==> src/rtl/codec_i2c_sched.sv <==
// rtl/codec_i2c_sched.sv - round-robin scheduler sharing one I2C byte-write engine
// between codec-register writers, with NACK retry and inter-frame bus gap.
module codec_i2c_sched #(
  parameter int           NREQ      = 4,
  parameter int           MAX_RETRY = 3,
  parameter logic [7:0]   DEV_ADDR  = 8'h34,
  parameter int           GAP_TICKS = 2,
  localparam int          IW        = (NREQ > 1) ? $clog2(NREQ) : 1
) (
  input  logic              clk,
  input  logic              reset_n,
  input  logic              en,
  input  logic [NREQ-1:0]   req,
  input  logic [16*NREQ-1:0] req_word,
  output logic [NREQ-1:0]   grant_done,
  output logic [NREQ-1:0]   grant_err,
  output logic              busy,
  output logic [IW-1:0]     cur_idx,
  output logic              i2c_go,
  output logic [23:0]       i2c_data,
  input  logic              i2c_done,
  input  logic              i2c_ack
);

  localparam logic [2:0] IDLE      = 3'd0;
  localparam logic [2:0] WAIT_BUSY = 3'd1;
  localparam logic [2:0] WAIT_DONE = 3'd2;
  localparam logic [2:0] RETRY     = 3'd3;
  localparam logic [2:0] GAP       = 3'd4;

  localparam logic [2:0] MAX_R     = 3'(MAX_RETRY);
  localparam logic [3:0] GAP_LAST  = 4'(GAP_TICKS - 1);
  localparam logic [3:0] BUSY_LAST = 4'd3;

  logic [2:0]      state_q, state_d;
  logic [IW-1:0]   ptr_q, ptr_d;
  logic [IW-1:0]   cur_q, cur_d;
  logic [2:0]      retry_q, retry_d;
  logic [3:0]      tick_q, tick_d;
  logic            go_q, go_d;
  logic [23:0]     data_q, data_d;
  logic [NREQ-1:0] done_q, done_d;
  logic [NREQ-1:0] err_q, err_d;

  logic [15:0]     words [NREQ];
  logic [15:0]     sel_word;
  logic [IW-1:0]   win;
  logic [IW-1:0]   cand;
  logic            found;

  // Rotating priority: first pending requester after the last winner.
  always_comb begin
    found = 1'b0;
    win   = '0;
    cand  = '0;
    for (int k = 1; k <= NREQ; k++) begin
      cand = IW'((int'(ptr_q) + k) % NREQ);
      if (!found && req[cand]) begin
        found = 1'b1;
        win   = cand;
      end
    end
    for (int i = 0; i < NREQ; i++) begin
      words[i] = req_word[16*i +: 16];
    end
    sel_word = words[win];
  end

  always_comb begin
    state_d = state_q;
    ptr_d   = ptr_q;
    cur_d   = cur_q;
    retry_d = retry_q;
    tick_d  = tick_q;
    go_d    = go_q;
    data_d  = data_q;
    done_d  = '0;
    err_d   = '0;
    if (en) begin
      case (state_q)
        IDLE: begin
          if (found) begin
            ptr_d   = win;
            cur_d   = win;
            data_d  = {DEV_ADDR, sel_word};
            go_d    = 1'b1;
            retry_d = '0;
            tick_d  = '0;
            state_d = WAIT_BUSY;
          end
        end
        // done still high here is left over from the previous frame.
        WAIT_BUSY: begin
          if (!i2c_done) begin
            state_d = WAIT_DONE;
          end else if (tick_q == BUSY_LAST) begin
            go_d          = 1'b0;
            err_d[cur_q]  = 1'b1;
            tick_d        = '0;
            state_d       = GAP;
          end else begin
            tick_d = tick_q + 4'd1;
          end
        end
        WAIT_DONE: begin
          if (i2c_done) begin
            go_d   = 1'b0;
            tick_d = '0;
            if (!i2c_ack) begin
              done_d[cur_q] = 1'b1;
              state_d       = GAP;
            end else if (retry_q < MAX_R) begin
              retry_d = retry_q + 3'd1;
              state_d = RETRY;
            end else begin
              err_d[cur_q] = 1'b1;
              state_d      = GAP;
            end
          end
        end
        RETRY: begin
          go_d    = 1'b1;
          tick_d  = '0;
          state_d = WAIT_BUSY;
        end
        GAP: begin
          if (tick_q == GAP_LAST) begin
            tick_d  = '0;
            state_d = IDLE;
          end else begin
            tick_d = tick_q + 4'd1;
          end
        end
        default: begin
          go_d    = 1'b0;
          state_d = IDLE;
        end
      endcase
    end
  end

  always_ff @(posedge clk or negedge reset_n) begin
    if (!reset_n) begin
      state_q <= IDLE;
      ptr_q   <= IW'(NREQ - 1);
      cur_q   <= '0;
      retry_q <= '0;
      tick_q  <= '0;
      go_q    <= 1'b0;
      data_q  <= '0;
      done_q  <= '0;
      err_q   <= '0;
    end else begin
      state_q <= state_d;
      ptr_q   <= ptr_d;
      cur_q   <= cur_d;
      retry_q <= retry_d;
      tick_q  <= tick_d;
      go_q    <= go_d;
      data_q  <= data_d;
      done_q  <= done_d;
      err_q   <= err_d;
    end
  end

  assign grant_done = done_q;
  assign grant_err  = err_q;
  assign busy       = (state_q != IDLE);
  assign cur_idx    = cur_q;
  assign i2c_go     = go_q;
  assign i2c_data   = data_q;

endmodule
==> config.mk <==
export PLATFORM = sky130hd
export DESIGN_NAME = codec_i2c_sched
export DESIGN_NICKNAME = d
export VERILOG_FILES = /design/src/rtl/codec_i2c_sched.sv
export SDC_FILE = /design/constraint.sdc
export NUM_CORES = 1
export LEC_CHECK = 0
export ABC_CLOCK_PERIOD_IN_PS = 3350
export CAP_MARGIN = 20
export CORE_MARGIN = 2
export CORE_UTILIZATION = 35
export DETAILED_ROUTE_END_ITERATION = 8
export PLACE_DENSITY = 0.68
export SLEW_MARGIN = 30
export SYNTH_ARGS = -nofsm -noshare
export SYNTH_HDL_FRONTEND = slang
export SYNTH_SLANG_ARGS = --single-unit
==> constraint.sdc <==
create_clock -name clk -period 3.35 [get_ports clk]
set_input_delay 0.67 -clock clk [delete_from_list [all_inputs] [get_ports clk]]
set_output_delay 0.67 -clock clk [all_outputs]
set_load 0.005 [all_outputs]
==> impl_metrics.py <==
metrics = {
    "status": {
        "status": "complete, no violations",
    },
    "setup_path": {
        "reg2reg_from": "ptr_q[1]",
        "crit_path_end_kind": "flip-flop",
        "cp_num_buf_inv": 1,
        "crit_slowest_cell": "clkdlybuf4s50_1",
        "rrSetupSlack_ns": 0.99,
        "cp_top_family": "compound AO/OA/AOI/OAI gates",
        "worstPathArrival_ns": 2.94,
        "r2r_cells": 5,
        "cp_num_cells": 6,
        "path_class": "input port to flip-flop",
        "critPathLaunchType": "input port",
        "r2r-end": "i2c_data[9]",
        "endpoint": "i2c_data[9]",
        "crit_required_ns": 3.53,
        "slowest_delay_ns": 0.52,
        "startpoint": "req[0]",
        "cp_max_fo": 18,
        "path_cells": "clkdlybuf4s50_1 -> and2b_1 -> o21bai_4 -> nand2_4 -> mux2_4 -> a221o_1",
    },
    "layout": {
        "final_nets": 428,
        "fin_util_pct": 53.7,
        "syn2layout_area_growth_pct": 47.1,
        "num_antenna_cells": 0,
        "drive_above_1_share_pct": 12.2,
        "fin_area_um2": 3690,
        "final_cells": 448,
    },
    "timing": {
        "tightest_slew_ns": 0.595,
        "fin_crit_sh_pct": 82.3,
        "hold_viol": 0,
        "report.final.slew_viol_count": 0,
        "clock_skew_ns": 0.00496,
        "clock.fmax_ghz": 0.363,
        "fin_hold_ws_ns": 0.335,
        "setup_viol": 0,
        "setup_tns_ns": 0,
        "relSlewSlack_pct": 60.1,
        "setup_slack_ns": 0.594,
        "rsz0062_at_grt": "no",
        "final.min_clock_period_ns": 2.76,
    },
    "placement": {
        "place_area_um2": 3580,
        "dp_hpwl_um": 5150,
        "dp.cells": 440,
        "io_buffers": 103,
        "post-place-ws_ns": 0.290,
        "place_congestion": 0.846,
    },
    "grt": {
        "antenna_found_initial": 0,
        "grt_max_degree": 41,
        "grt-ovfl-total": 0,
        "grt.total_usage_pct": 18.0,
        "grt_pass1_wl_um": 11100,
        "first_global_vias": 2377,
    },
    "power_and_ir_drop": {
        "power_switching_mw": 0.911,
        "p_total_mw": 2.48,
        "p_leak_nw": 1.53,
        "p_sw_share_pct": 36.8,
        "combPwrFrac_pct": 49.6,
        "clkPwrFrac_pct": 16.4,
        "peakVddDrop_mv": 0.220,
        "p_per_area_nw_per_um2": 671,
        "p_int_mw": 1.57,
        "power_frac_seq_pct": 34.0,
    },
    "routing": {
        "vias": 2373,
        "via_per_inst": 5.30,
        "wl_per_cell_um": 15.7,
        "drc": 0,
        "routed_wl_um": 7050,
        "first_pass_iters": 5,
        "drtIter0Drc": 171,
        "drtAntennaViolNets": 0,
    },
    "cts": {
        "clk_pin_slew_ns": 0.08,
        "clockRootBuffer": "clkbuf_8",
        "cts.sinks": 40,
        "cts_buffers": 5,
        "cts_tree": "done",
        "cts_resized": 0,
        "cts_hold_buf": 0,
        "clock_latency_ns": 0.30,
        "clockBufferDepth": 2,
        "cts_max_level": 2,
        "post_cts_buffers": 0,
    },
    "floorplan": {
        "die_h_um": 88.7,
        "coreArea_um2": 6870,
        "rows": 30,
        "initial_core_util_pct": 36.5,
        "die_width_um": 88.7,
        "io_pins": 109,
        "floorplan.die_area_um2": 7860,
    },
    "synth": {
        "synth_commonest_cells": "38 x dfrtp_1, 19 x a21oi_1, 19 x nand3_1, 19 x o21ai_0, 16 x a221o_1",
        "synth_seq_area_share_pct": 40.0,
        "dominantRegCellSynth": "dfrtp_1",
        "netlist_area_um2": 2510,
        "syn_inst": 256,
        "yosysWarnings": 0,
        "yosysMostFrequentCell": "dfrtp_1",
        "ys_ff_latch": 40,
        "synth_area_leader_cell": "dfrtp_1",
        "ys_top_cells_by_area": "dfrtp_1 38%, a221o_1 6.4%, mux2_4 4.8%",
        "avgSynthCellArea_um2": 9.80,
        "synth_cell_types": 56,
        "synth_edf_count": 0,
        "synthArstFlopShare_pct": 100,
        "synth_top_area_share_pct": 37.9,
    },
    "min_path": {
        "hold_class": "input port to asynchronous set/reset pin",
    },
    "job": {
        "maxCapViolCount": 0,
    },
}
[worst min path at each step]
stage,startpoint,to,slack (ns)
final,reset_n,state_q[2],0.33
after global routing,reset_n,state_q[2],0.38
after CTS,retry_q[2],retry_q[2],0.52
after detailed placement,retry_q[2],retry_q[2],0.49
after global placement,i2c_data[18],i2c_data[18],0.49
after floorplan,reset_n,cur_idx[0],0.37
[layout make-up]
class	count	area, µm²
inverter	7	26.3
timing repair buffer	108	1070
multi-input combinational	189	1360
sequential	40	1000
clock buffer	5	68.8
clock inverter	3	42.5
fill	647	3180
tap	96	120
[power groups by stage]
stage / clock network [mW] / logic (mW) / registers [mW]
CTS: 0.418 / 1.24 / 0.842
detailed placement: 0 / 1.23 / 0.846
floorplan: 0 / 0.819 / 0.776
global placement: 0 / 1.20 / 0.845
global route: 0.439 / 1.35 / 0.874
finish: 0.407 / 1.23 / 0.842
[registers in the layout (all words and copies together) (netlist names)]
name,flops
i2c_data,17
grant_done,4
grant_err,4
tick_q,4
retry_q,3
state_q,3
cur_idx,2
ptr_q,2
i2c_go,1
[metal layers]
| layer | vias to the layer above | track usage, % | share of wire, % |
|---|---|---|---|
| met5 | - | 0 | 0 |
| met4 | 0 | 6.34 | 2.3 |
| met3 | 12 | 4.20 | 5.6 |
| met2 | 86 | 30.6 | 49 |
| met1 | 1142 | 22.2 | 43 |
| li1 | 1133 | - | - |
[placed cells by master, fill, tap and decap left out, drive strengths merged, types with 3 or more instances in the layout]
master / netlist / final
nor3: 6 / 6
nor2: 15 / 15
a21oi: 19 / 19
nand2b: 5 / 5
clkdlybuf4s50: 0 / 102
nor2b: 3 / 3
a21o: 6 / 6
clkbuf: 11 / 5
a22o: 3 / 3
conb: 1 / 5
inv: 7 / 7
ha: 4 / 4
dfrtp: 38 / 38
o31ai: 3 / 3
nand2: 13 / 13
a221o: 16 / 16
and2: 3 / 3
mux2: 17 / 17
o21ai: 19 / 19
nand3: 19 / 19
buf: 13 / 6
[cells by family (layout without fill, tap and decap cells)]
| kind of cell | count (synthesis) | in the layout | share of synthesized area (%) |
|---|---|---|---|
| AOI/OAI and AO/OA | 85 | 85 | 24.9 |
| and+or+nand+nor | 76 | 76 | 16.3 |
| DFF | 40 | 40 | 40.0 |
| buffers and inverters | 31 | 123 | 6.53 |
| muxes | 19 | 19 | 10.1 |
| adders and majority gates | 4 | 4 | 2.00 |
| other | 1 | 5 | 0.149 |
(Power assumes the default switching activity.)
==> RTL edit: new RTL, same flow settings <==
The parameter `NREQ` goes from 4 to 2.
--- a/src/rtl/codec_i2c_sched.sv
+++ b/src/rtl/codec_i2c_sched.sv
@@ -2,5 +2,5 @@
 // between codec-register writers, with NACK retry and inter-frame bus gap.
 module codec_i2c_sched #(
-  parameter int           NREQ      = 4,
+  parameter int           NREQ      = 2,
   parameter int           MAX_RETRY = 3,
   parameter logic [7:0]   DEV_ADDR  = 8'h34,
Ports: changed (5 resized); port bits go from 109 to 70. The function was not compared with the original's and may differ.
==> RTL edit against the original RTL <==
  * Worst hold slack better by 0.11 ns
  * Synthesized area shrank 22%
  * Clock power down 6.1%
  * Total power is 23% lower
  * Final area fell by 27%
  * Sequential cell count decreased by 6
  * Global-route usage shrank 3.5 points
  * Setup slack improved by 0.34 ns
  * Routed wire length fell by 40%
  * Core utilization down 3.9 points
  * Count of clock-buffer cells in the layout up 1
==> RTL edit: results <==
[run_status]
status = "finished clean"

[critical_path]
crit_fanout = 15
slowest_delay_ns = 0.57
rr_worst_depth = 6
r2r_slack_ns = 1.31

[global_route]
grt_usage_pct = 14.4
grt_max_degree = 35
grt_pass1_wl_mm = 7.11
grt_pass1_vias = 1487

[cells_and_area]
final_nets = 295
drive_gt1_share_pct = 13.5
largest_reg_flops = 17

[placement]
io_buffers = 64
gp_congestion = 0.895
dp_hpwl_mm = 3.17

[sta]
finClkSkew_ns = 0.00494
slew_headroom_pct = 49.8

[logic_synthesis]
synthTopCellsByCount = "dfrtp_1 (33), nor2_1 (24), mux2i_1 (16)"
synthTopCellsByArea = "dfrtp_1 (42%), mux2i_1 (8.2%), a21oi_2 (4.9%), nor2_1 (4.6%), buf_4 (3.9%)"
seq_area_frac_synth_pct = 43.7

[pwr]
ir_worst_vdd_mv = 0.265
p_leak_nw = 1.14

[route]
dr.pass1.iters = 4
first_iter_violations = 49
vias = 1561
wl_per_cell_um = 12.9
## RTL edit: worst paths after layout
check                       startpoint      endpoint
max in group asynchronous      reset_n     tick_q[3]
min reg2reg                i2c_data[9]   i2c_data[9]
max reg2reg                 state_q[1]  i2c_data[14]
min in group clk           i2c_data[9]   i2c_data[9]
min                            reset_n    retry_q[2]
max                         state_q[1]          busy
## RTL edit: area by class of cell
class | count | share of cell area [%]
Clock buffer | 6 | 3.05
Clock inverter | 1 | 1.11
Inverter | 9 | 1.25
Multi-Input combinational cell | 136 | 35.8
Sequential cell | 34 | 31.4
Tap cell | 72 | 3.32
Timing Repair Buffer | 66 | 24.0
## RTL edit: kinds of logic (layout without fill, tap and decap cells)
logic type                 Yosys count  in the layout  synth area share [%]
buffers and inverters               25             82                  7.39
muxes                               16             16                  8.22
DFF                                 34             34                  43.7
other                                1              5                 0.192
and+or+nand+nor                     57             57                  15.9
adders and majority gates            4              4                  2.57
AOI/OAI and AO/OA                   54             54                  22.0
## RTL edit: stage by stage
step	hold slack (ns)	cells	worst slack [ns]
finish	0.447	324	0.933
global route	0.513	324	0.839
CTS	0.475	324	0.929
detailed placement	0.497	317	0.910
global placement	0.498	317	0.965
floorplan	0.374	195	1.46
## RTL edit: critical path: cells and delay by family (launching register included)
family,cells,cell delay [ns]
AND/OR/NAND/NOR,1,0.32
buffers and inverters,2,0.57
flip-flops,1,0.57
## RTL edit: report_power, final
part	leakage, nW	switching [mW]	internal (mW)
logic	0.675	0.360	0.466
clock network	0.0573	0.144	0.238
registers	0.408	0.135	0.557
## RTL edit: routing by layer
metal	global-route usage, %	share of wire (%)
met1	19.6	46
met2	21.6	45
met3	4.14	6.4
met4	5.79	2.0
met5	0	0
